<file path="src/rtl/snitch_icache_refill_writer.sv">
// Miss handler behind the serial L1 lookup: forwards hits, merges misses per line, refills and writes lines back.
// Victim selection: define SNITCH_ICACHE_REFILL_LFSR_EN for an 8-bit LFSR, otherwise a round-robin counter.
module snitch_icache_refill_writer #(
  parameter int FETCH_AW      = 32,
  parameter int LINE_WIDTH    = 128,
  parameter int LINE_ALIGN    = 4,
  parameter int COUNT_ALIGN   = 6,
  parameter int WAY_COUNT     = 4,
  parameter int ID_WIDTH      = 4,
  parameter int PENDING_COUNT = 2,
  parameter int SET_ALIGN     = $clog2(WAY_COUNT),
  parameter int TAG_WIDTH     = FETCH_AW - LINE_ALIGN - COUNT_ALIGN,
  parameter int PA            = (PENDING_COUNT > 1) ? $clog2(PENDING_COUNT) : 1
) (
  input  logic                   clk_i,
  input  logic                   rst_i,
  input  logic [FETCH_AW-1:0]    in_addr_i,
  input  logic [ID_WIDTH-1:0]    in_id_i,
  input  logic                   in_hit_i,
  input  logic                   in_error_i,
  input  logic [LINE_WIDTH-1:0]  in_data_i,
  input  logic                   in_valid_i,
  output logic                   in_ready_o,
  output logic [FETCH_AW-1:0]    rsp_addr_o,
  output logic [ID_WIDTH-1:0]    rsp_id_o,
  output logic [LINE_WIDTH-1:0]  rsp_data_o,
  output logic                   rsp_error_o,
  output logic                   rsp_valid_o,
  input  logic                   rsp_ready_i,
  output logic [FETCH_AW-1:0]    refill_req_addr_o,
  output logic [PA-1:0]          refill_req_id_o,
  output logic                   refill_req_valid_o,
  input  logic                   refill_req_ready_i,
  input  logic [LINE_WIDTH-1:0]  refill_rsp_data_i,
  input  logic                   refill_rsp_error_i,
  input  logic [PA-1:0]          refill_rsp_id_i,
  input  logic                   refill_rsp_valid_i,
  output logic                   refill_rsp_ready_o,
  output logic [COUNT_ALIGN-1:0] write_addr_o,
  output logic [SET_ALIGN-1:0]   write_set_o,
  output logic [TAG_WIDTH-1:0]   write_tag_o,
  output logic [LINE_WIDTH-1:0]  write_data_o,
  output logic                   write_error_o,
  output logic                   write_valid_o,
  input  logic                   write_ready_i
);

  typedef enum logic [1:0] {IDLE, WRITE, RESP} state_e;

  state_e                  state_q;
  logic [PENDING_COUNT-1:0] pend_valid_q;
  logic [FETCH_AW-1:0]     pend_line_q [PENDING_COUNT];
  logic [ID_WIDTH-1:0]     pend_mask_q [PENDING_COUNT];

  logic                    req_valid_q;
  logic [FETCH_AW-1:0]     req_addr_q;
  logic [PA-1:0]           req_idx_q;

  logic [PA-1:0]           cur_idx_q;
  logic [FETCH_AW-1:0]     cur_line_q;
  logic [LINE_WIDTH-1:0]   cur_data_q;
  logic                    cur_error_q;
  logic [SET_ALIGN-1:0]    cur_set_q;
  logic [SET_ALIGN-1:0]    victim;

  logic [FETCH_AW-1:0]     miss_line;
  logic                    match_any, free_any;
  logic [PA-1:0]           match_idx, free_idx;
  logic                    in_resp, match_busy, can_alloc;
  logic                    miss_merge, miss_alloc, hit_fwd;

  assign miss_line = {in_addr_i[FETCH_AW-1:LINE_ALIGN], {LINE_ALIGN{1'b0}}};

  // Scan downwards so the lowest free index wins.
  always_comb begin
    match_any = 1'b0;
    match_idx = '0;
    free_any  = 1'b0;
    free_idx  = '0;
    for (int i = PENDING_COUNT - 1; i >= 0; i--) begin
      if (pend_valid_q[i] && (pend_line_q[i] == miss_line)) begin
        match_any = 1'b1;
        match_idx = PA'(i);
      end
      if (!pend_valid_q[i]) begin
        free_any = 1'b1;
        free_idx = PA'(i);
      end
    end
  end

  assign in_resp    = (state_q == RESP);
  // The entry being answered must not grow its mask after the id was presented.
  assign match_busy = match_any && in_resp && (match_idx == cur_idx_q);
  assign can_alloc  = free_any && (!req_valid_q || refill_req_ready_i);

  always_comb begin
    if (in_hit_i)       in_ready_o = rsp_ready_i && !in_resp;
    else if (match_any) in_ready_o = !match_busy;
    else                in_ready_o = can_alloc;
  end

  assign miss_merge = in_valid_i && !in_hit_i && match_any && !match_busy;
  assign miss_alloc = in_valid_i && !in_hit_i && !match_any && can_alloc;
  assign hit_fwd    = in_valid_i && in_hit_i && !in_resp;

  always_comb begin
    rsp_valid_o = 1'b0;
    rsp_addr_o  = '0;
    rsp_id_o    = '0;
    rsp_data_o  = '0;
    rsp_error_o = 1'b0;
    if (in_resp) begin
      rsp_valid_o = 1'b1;
      rsp_addr_o  = cur_line_q;
      rsp_id_o    = pend_mask_q[cur_idx_q];
      rsp_data_o  = cur_data_q;
      rsp_error_o = cur_error_q;
    end else if (hit_fwd) begin
      rsp_valid_o = 1'b1;
      rsp_addr_o  = in_addr_i;
      rsp_id_o    = in_id_i;
      rsp_data_o  = in_data_i;
      rsp_error_o = in_error_i;
    end
  end

  assign refill_req_valid_o = req_valid_q;
  assign refill_req_addr_o  = req_addr_q;
  assign refill_req_id_o    = req_idx_q;
  assign refill_rsp_ready_o = (state_q == IDLE);

  assign write_valid_o = (state_q == WRITE);
  assign write_addr_o  = cur_line_q[LINE_ALIGN +: COUNT_ALIGN];
  assign write_tag_o   = cur_line_q[FETCH_AW-1:LINE_ALIGN+COUNT_ALIGN];
  assign write_data_o  = cur_data_q;
  assign write_error_o = cur_error_q;
  assign write_set_o   = cur_set_q;

`ifdef SNITCH_ICACHE_REFILL_LFSR_EN
  logic [7:0] lfsr_q;
  // Galois form of x^8+x^6+x^5+x^4+1, free-running.
  always_ff @(posedge clk_i or posedge rst_i) begin
    if (rst_i) lfsr_q <= 8'hA5;
    else       lfsr_q <= {1'b0, lfsr_q[7:1]} ^ (lfsr_q[0] ? 8'hB8 : 8'h00);
  end
  assign victim = lfsr_q[SET_ALIGN-1:0];
`else
  logic [SET_ALIGN-1:0] rr_q;
  always_ff @(posedge clk_i or posedge rst_i) begin
    if (rst_i) begin
      rr_q <= '0;
    end else if (write_valid_o && write_ready_i) begin
      rr_q <= (rr_q == SET_ALIGN'(WAY_COUNT - 1)) ? '0 : rr_q + 1'b1;
    end
  end
  assign victim = rr_q;
`endif

  always_ff @(posedge clk_i or posedge rst_i) begin
    if (rst_i) begin
      state_q      <= IDLE;
      pend_valid_q <= '0;
      for (int i = 0; i < PENDING_COUNT; i++) begin
        pend_line_q[i] <= '0;
        pend_mask_q[i] <= '0;
      end
      req_valid_q <= 1'b0;
      req_addr_q  <= '0;
      req_idx_q   <= '0;
      cur_idx_q   <= '0;
      cur_line_q  <= '0;
      cur_data_q  <= '0;
      cur_error_q <= 1'b0;
      cur_set_q   <= '0;
    end else begin
      if (req_valid_q && refill_req_ready_i) req_valid_q <= 1'b0;

      // Return path first, so a free is ordered before any allocation below.
      case (state_q)
        IDLE: begin
          if (refill_rsp_valid_i && pend_valid_q[refill_rsp_id_i]) begin
            cur_idx_q   <= refill_rsp_id_i;
            cur_line_q  <= pend_line_q[refill_rsp_id_i];
            cur_data_q  <= refill_rsp_data_i;
            cur_error_q <= refill_rsp_error_i;
            cur_set_q   <= victim;
            state_q     <= WRITE;
          end
        end
        WRITE: begin
          if (write_ready_i) state_q <= RESP;
        end
        RESP: begin
          if (rsp_ready_i) begin
            pend_valid_q[cur_idx_q] <= 1'b0;
            state_q                 <= IDLE;
          end
        end
        default: state_q <= IDLE;
      endcase

      if (miss_alloc) begin
        req_valid_q             <= 1'b1;
        req_addr_q              <= miss_line;
        req_idx_q               <= free_idx;
        pend_valid_q[free_idx]  <= 1'b1;
        pend_line_q[free_idx]   <= miss_line;
        pend_mask_q[free_idx]   <= in_id_i;
      end
      if (miss_merge) begin
        pend_mask_q[match_idx] <= pend_mask_q[match_idx] | in_id_i;
      end
    end
  end

endmodule
</file>
<file path="config.mk">
export PLATFORM = sky130hd
export DESIGN_NAME = snitch_icache_refill_writer
export DESIGN_NICKNAME = d
export VERILOG_FILES = /design/src/rtl/snitch_icache_refill_writer.sv
export SDC_FILE = /design/constraint.sdc
export NUM_CORES = 1
export LEC_CHECK = 0
export CELL_PAD_IN_SITES_DETAIL_PLACEMENT = 1
export CELL_PAD_IN_SITES_GLOBAL_PLACEMENT = 1
export CORE_AREA = 2 2 262 264
export DETAILED_ROUTE_END_ITERATION = 10
export DIE_AREA = 0 0 264 266
export HOLD_SLACK_MARGIN = 0.15
export PLACE_DENSITY = 0.52
export SLEW_MARGIN = 5
export SYNTH_ARGS = -nofsm -noshare
export SYNTH_HDL_FRONTEND = slang
export SYNTH_SLANG_ARGS = --single-unit
</file>
<file path="constraint.sdc">
create_clock -name clk_i -period 9.1 [get_ports clk_i]
set_clock_uncertainty 0.05 [all_clocks]
set_input_delay 0.91 -clock clk_i [delete_from_list [all_inputs] [get_ports clk_i]]
set_output_delay 0.91 -clock clk_i [all_outputs]
set_load 0.05 [all_outputs]
</file>
==> flow_metrics.env, run 1 <==
export IMPL_cts_hold_buf=0
export IMPL_wl_met3_mm=3.87
export IMPL_synth_area_leader_cell="dfrtp_1"
export IMPL_top_layer_used="met5"
export IMPL_ios=665
export IMPL_core_area_um2=67700
export IMPL_whs_path_depth=1
export IMPL_die_y_um=266
export IMPL_synthArstFlopShare_pct=100
export IMPL_rsz0062_at_grt="false"
export IMPL_pwr_density_cell_nw_per_um2=428
export IMPL_synth_commonest_cells="260 x dfrtp_1, 182 x mux2_2, 161 x a22o_1"
export IMPL_area_growth_syn_to_layout_pct=69.8
export IMPL_vias=10851
export IMPL_synth_top_area_share_pct=52.2
export IMPL_synthAdderAreaFrac_pct=0.100
export IMPL_synth_top_family_by_area="multiplexers"
export IMPL_worst_hold_path_endpoint="refill_req_addr_o[28]$_DFFE_PP0N_"
export IMPL_port_buffers=660
export IMPL_grt_pass1_wl_mm=86.5
export IMPL_yosys_top_cells_area="dfrtp_1 52%, mux2_2 16%, a22o_1 11%"
export IMPL_clk_path_buf_depth=3
export IMPL_combPwrFrac_pct=58.9
export IMPL_tightest_slew_ns=1.12
export IMPL_finalSetupViolations=0
export IMPL_pwr_share_seq_pct=25.6
export IMPL_grt_max_degree=95
export IMPL_synth_area_mux_share_pct=22.9
export IMPL_grt_overflow=0
export IMPL_fmax_mhz=191
export IMPL_cts_sinks=260
export IMPL_htree_levels=2
export IMPL_clk_pin_slew_ns=0.05
export IMPL_synth_ff_type="dfrtp_1"
export IMPL_antenna_left=0
export IMPL_period_share_pct=57.5
export IMPL_p_int_uw=4540
export IMPL_cts_repair_resized=0
export IMPL_cts_buffers=37
export IMPL_reg2reg_slack_ns=6.02
export IMPL_antenna_found_initial=12
export IMPL_status="completed"
export IMPL_root_buffer="clkbuf_16"
export IMPL_drc_errors=0
export IMPL_finalPower_uw=9060
export IMPL_drive_gt1_share_pct=17.8
export IMPL_power_switching_uw=4520
export IMPL_synth_seq_cells=260
export IMPL_hp_start="refill_req_addr_o[28]$_DFFE_PP0N_"
export IMPL_clk_latency_ns=0.55
export IMPL_ff2ff_path_depth=7
export IMPL_synth_edff_count=0
export IMPL_endpoint_kind="output port"
export IMPL_synthXorXnorAreaFrac_pct=3.93
export IMPL_nNetsFinal=1903
export IMPL_clockPowerShare_pct=15.5
export IMPL_fin_tns_setup_ns=0
export IMPL_initial_core_util_pct=18.4
export IMPL_crit_type="input pin to output port"
export IMPL_wl_mm=61.1
export IMPL_p_leak_uw=0.00853
export IMPL_routed_via_density=4.33
export IMPL_ys_types=40
export IMPL_maxSlewHeadroom_pct=25.1
export IMPL_rows=96
export IMPL_hold_class="flop to flop"
export IMPL_gp_congestion=0.854
export IMPL_syn_avg_cell_area_um2=13.1
export IMPL_post_cts_setup_buffer_count=0
export IMPL_drv_slew=0
export IMPL_globalRouteTotalUtil_pct=16.8
export IMPL_worstReg2RegStart="pend_line_q[58]$_DFFE_PP0P_"
export IMPL_peakVddDrop_mv=0.155
export IMPL_critPathMaxFanout=77
export IMPL_swShare_pct=49.9
export IMPL_worst_setup_path_start_kind="input pin"
export IMPL_dp_cells=2442
export IMPL_drt_met1_wl_mm=24.6
export IMPL_post_synth_top_count_cell="dfrtp_1"
export IMPL_worst_ep_required_time_ns=8.14
export IMPL_r2r_end="refill_req_addr_o[18]$_DFFE_PP0N_"
export IMPL_hold_viol_final=0
export IMPL_synthCells=955
export IMPL_crit_arrival_ns=4.27
export IMPL_wl_per_cell_um=24.4
export IMPL_finalCriticalPeriod_ns=5.23
export IMPL_dr_pass1_iters=4
export IMPL_dp_hpwl_mm=47.4
export IMPL_final_cells=2507
export IMPL_synth_compound_area_share_pct=13.7
export IMPL_synth_area_um2=12500
export IMPL_cts_tree="yes"
export IMPL_yosysSeqAreaShare_pct=52.2
export IMPL_cap_violations=0
export IMPL_dieArea_um2=70200
export IMPL_synth_simple_area_share_pct=4.24
export IMPL_first_global_vias=11552
export IMPL_yosysWarningCount=0
export IMPL_drt_iter0_markers=418
export IMPL_die_w_um=264
export IMPL_routed_wl_met2_mm=30.5
[cell families after synthesis]
kind of cell             after synthesis
XOR/XNOR                              56
AO/OA/AOI/OAI                        211
AND/OR/NAND/NOR                       98
buffers and inverters                 78
flip-flops                           260
adder cells (fa/ha/maj)                1
multiplexers                         250
other                                  1
[worst max-delay path by stage]
stage                        from  cells after the start                    end
detailed placement       in_hit_i                      6         rsp_data_o[51]
global route        in_addr_i[13]                      8             in_ready_o
finish                   in_hit_i                      6         rsp_data_o[28]
global placement         in_hit_i                      6         rsp_data_o[28]
floorplan                   rst_i                      1  cur_idx_q$_DFFE_PP0P_
CTS                      in_hit_i                      6         rsp_data_o[51]
[sequential cells by signal, indices dropped and copies added (netlist names)]
| register | count |
|---|---|
| refill_req_addr_o | 28 |
| state_q | 2 |
| cur_line_q | 28 |
| write_set_o | 2 |
| pend_valid_q | 2 |
| cur_idx_q | 1 |
| pend_mask_q | 8 |
| refill_req_valid_o | 1 |
| refill_req_id_o | 1 |
| rr_q | 2 |
| pend_line_q | 56 |
| write_error_o | 1 |
| write_data_o | 128 |
[critical path, stage by stage]
cell,delay (ns)
clkdlybuf4s50_1,0.53
nand2_1,0.12
nor2_4,0.60
buf_4,0.76
a22o_1,0.23
clkdlybuf4s50_1,0.96
[power by group through the flow]
stage	Clock, µW	Combinational [µW]	Sequential [µW]
floorplan	0	2030	3600
global placement	0	5350	2330
detailed placement	0	5380	2350
CTS	1480	5400	2340
global route	1510	5540	2410
finish	1410	5330	2320
[routing by layer]
metal | global-route usage [%] | vias up
met5 | 0 | -
met4 | 6.34 | 12
met1 | 20.0 | 5542
met3 | 4.63 | 99
li1 | - | 4828
met2 | 28.7 | 370
[area by class of cell]
cell class / instances / area, µm²
multi-input combinational: 620 / 5640
clock buffer: 49 / 1020
tap: 882 / 1100
sequential: 260 / 6510
timing repair buffer: 676 / 6720
inverter: 4 / 22.5
antenna: 3 / 7.51
fill: 7391 / 46600
clock inverter: 13 / 149
[through the flow]
| step | util [%] | instance area, µm² | worst slack [ns] | hold WS (ns) |
|---|---|---|---|---|
| global placement | 29.5 | 20000 | 3.90 | 0.426 |
| floorplan | - | 12500 | 0.985 | 0.422 |
| CTS | 31.2 | 21200 | 3.85 | 0.447 |
| global route | 31.3 | 21200 | 3.72 | 0.464 |
| detailed placement | 29.5 | 20000 | 3.86 | 0.435 |
| finish | 31.3 | 21200 | 3.87 | 0.442 |
[cells in the final DEF, fill, tap and decap left out, drive strengths merged, types with 4 or more instances in the layout]
master / Yosys / final
o22a: 4 / 4
clkbuf: 45 / 49
nand2: 47 / 47
and2: 4 / 4
buf: 29 / 17
mux2i: 32 / 32
inv: 4 / 6
conb: 1 / 4
nor2b: 7 / 7
nand3: 7 / 7
mux2: 218 / 218
nor4: 5 / 5
a22o: 161 / 161
o21ai: 35 / 35
nand4: 18 / 18
clkinv: 0 / 9
xnor2: 56 / 56
clkdlybuf4s50: 0 / 659
dfrtp: 260 / 260
No activity file was read; power rests on OpenSTA's default activity.
==> inputs of run 2 (changes only) <==
- CORE_AREA: 2 2 262 264 -> 2 2 260 262
- DIE_AREA: 0 0 264 266 -> 0 0 262 264
- PLACE_DENSITY: 0.52 -> 0.54
- clock period: 9.1 -> 4.65 ns (I/O delays scaled with it)
==> run 2 against run 1 <==
  * Global-route usage down 0.20 points
  * Cell count unchanged
  * Non-clock buffer count up 13
  * Utilization up 0.68 points
  * Register-to-register slack worse by 4.3 ns
  * Count of clock-buffer cells in the layout up 1
  * Power up 94%
  * Die area down 1.5%
  * Clock power up 85%
  * Design area up 0.39%
==> flow_metrics.env, run 2 (synthesized netlist as in run 1, its figures left out) <==
export IMPL_critPathMaxFanout=66
export IMPL_worst_path_buf_inv=2
export IMPL_core_area_um2=66600
export IMPL_worstReg2RegStart="pend_line_q[51]$_DFFE_PP0P_"
export IMPL_finalCriticalPeriod_ns=3.64
export IMPL_grt_overflow=0
export IMPL_htree_levels=2
export IMPL_routed_via_density=4.30
export IMPL_ios=665
export IMPL_wl_per_cell_um=23.8
export IMPL_fmax_mhz=275
export IMPL_largest_reg_flops=128
export IMPL_dieArea_um2=69200
export IMPL_cap_violations=0
export IMPL_finalSetupViolations=0
export IMPL_grt_pass1_wl_mm=84.4
export IMPL_tightest_slew_ns=0.907
export IMPL_hold_viol_final=0
export IMPL_period_share_pct=78.3
export IMPL_reg2reg_slack_ns=1.76
export IMPL_drt_iter0_markers=480
export IMPL_clk_path_buf_depth=3
export IMPL_clk_latency_ns=0.54
export IMPL_hold_class="input pin to asynchronous set/reset pin"
export IMPL_layout_commonest_cell="clkdlybuf4s50_1"
export IMPL_postLayoutCoreUtil_pct=31.9
export IMPL_root_buffer="clkbuf_16"
export IMPL_fin_tns_setup_ns=0
export IMPL_initial_core_util_pct=18.7
export IMPL_globalRouteTotalUtil_pct=16.6
export IMPL_finalPower_uw=17600
export IMPL_cts_repair_resized=0
export IMPL_crit_type="flop to output port"
export IMPL_path_cells="nor2b_4 > buf_4 > a22o_1 > clkdlybuf4s50_1"
export IMPL_die_w_um=262
export IMPL_grt_max_degree=101
export IMPL_worst_setup_path_start_kind="flop"
export IMPL_p_leak_uw=0.00857
export IMPL_drv_slew=0
export IMPL_cts_hold_buf=0
export IMPL_antenna_left=0
export IMPL_cts_tree="yes"
export IMPL_wl_mm=59.5
export IMPL_rows=95
export IMPL_area_growth_syn_to_layout_pct=70.5
export IMPL_peakVddDrop_mv=0.421
export IMPL_pwr_density_cell_nw_per_um2=828
export IMPL_dp_hpwl_mm=46.5
export IMPL_dr_pass1_iters=4
export IMPL_ff2ff_path_depth=6
export IMPL_post_cts_setup_buffer_count=0
export IMPL_cts_buffers=34
export IMPL_clk_pin_slew_ns=0.06
export IMPL_gp_congestion=0.799
export IMPL_cpPeakStageDelay_ns=0.92
export IMPL_r2r_end="pend_line_q[56]$_DFFE_PP0P_"
export IMPL_crit_arrival_ns=3.13
export IMPL_antenna_found_initial=9
export IMPL_maxSlewHeadroom_pct=39.5
export IMPL_die_y_um=264
export IMPL_status="completed"
export IMPL_drc_errors=0
export IMPL_cts_sinks=260
export IMPL_port_buffers=660
export IMPL_nNetsFinal=1913
export IMPL_worst_ep_required_time_ns=4.14
export IMPL_drive_gt1_share_pct=18.1
export IMPL_cp_slowest_cell="clkdlybuf4s50_1"
export IMPL_vias=10776
export IMPL_cp_top_family="buffers and inverters"
export IMPL_first_global_vias=11536
export IMPL_final_cell_mix="658 x clkdlybuf4s50_1, 260 x dfrtp_1, 182 x mux2_2"
export IMPL_endpoint_kind="output port"
export IMPL_rsz0062_at_grt="false"
run 2: how the worst max path moves through the flow:
stage / endpoint / start / cells past startpoint
floorplan: cur_idx_q$_DFFE_PP0P_ / rst_i / 1
global placement: pend_line_q[56]$_DFFE_PP0P_ / in_addr_i[22] / 7
detailed placement: pend_line_q[59]$_DFFE_PP0P_ / in_addr_i[22] / 7
CTS: rsp_addr_o[24] / state_q[0]$_DFFE_PP0P_ / 4
global route: rsp_addr_o[24] / state_q[1]$_DFFE_PP0P_ / 4
finish: rsp_addr_o[24] / state_q[0]$_DFFE_PP0P_ / 4
run 2: worst reg2reg max path: stages (launching register included):
cell and delay, ns:
dfrtp_1 0.41, xnor2_1 0.41, nand4_1 0.17, nor4_2 0.48
nand2_2 0.22, nand3_4 0.61, mux2_2 0.43
run 2: layout make-up:
cell class | count | area (µm²)
flip-flops and latches | 260 | 6510
well taps | 873 | 1090
clock buffers | 50 | 971
inverters | 4 | 18.8
repair buffers | 689 | 6900
multi-input cells | 620 | 5640
fillers | 7227 | 45300
diodes | 2 | 5.00
clock inverters | 9 | 116
run 2: metal layers:
layer,vias to the layer above,routed length [µm],global-route usage [%]
met5,-,61,0
met4,10,1590,4.95
met1,5468,23900,19.8
li1,4854,-,-
met2,368,29600,28.9
met3,76,4340,4.43
run 2: where the power goes:
part	switching, µW	internal, µW	total [µW]
Sequential	1120	3400	4520
Clock	1040	1560	2610
Combinational	6580	3890	10500
Total	8740	8860	17600
run 2: through the flow:
stage | cell area [µm²] | worst slack, ns | cells | hold slack [ns]
detailed placement | 20200 | 0.973 | 2446 | 0.435
finish | 21300 | 1.01 | 2507 | 0.371
global route | 21300 | 0.900 | 2507 | 0.413
CTS | 21200 | 0.993 | 2505 | 0.367
floorplan | 12500 | 0.707 | 958 | 0.422
global placement | 20200 | 0.997 | 2446 | 0.426
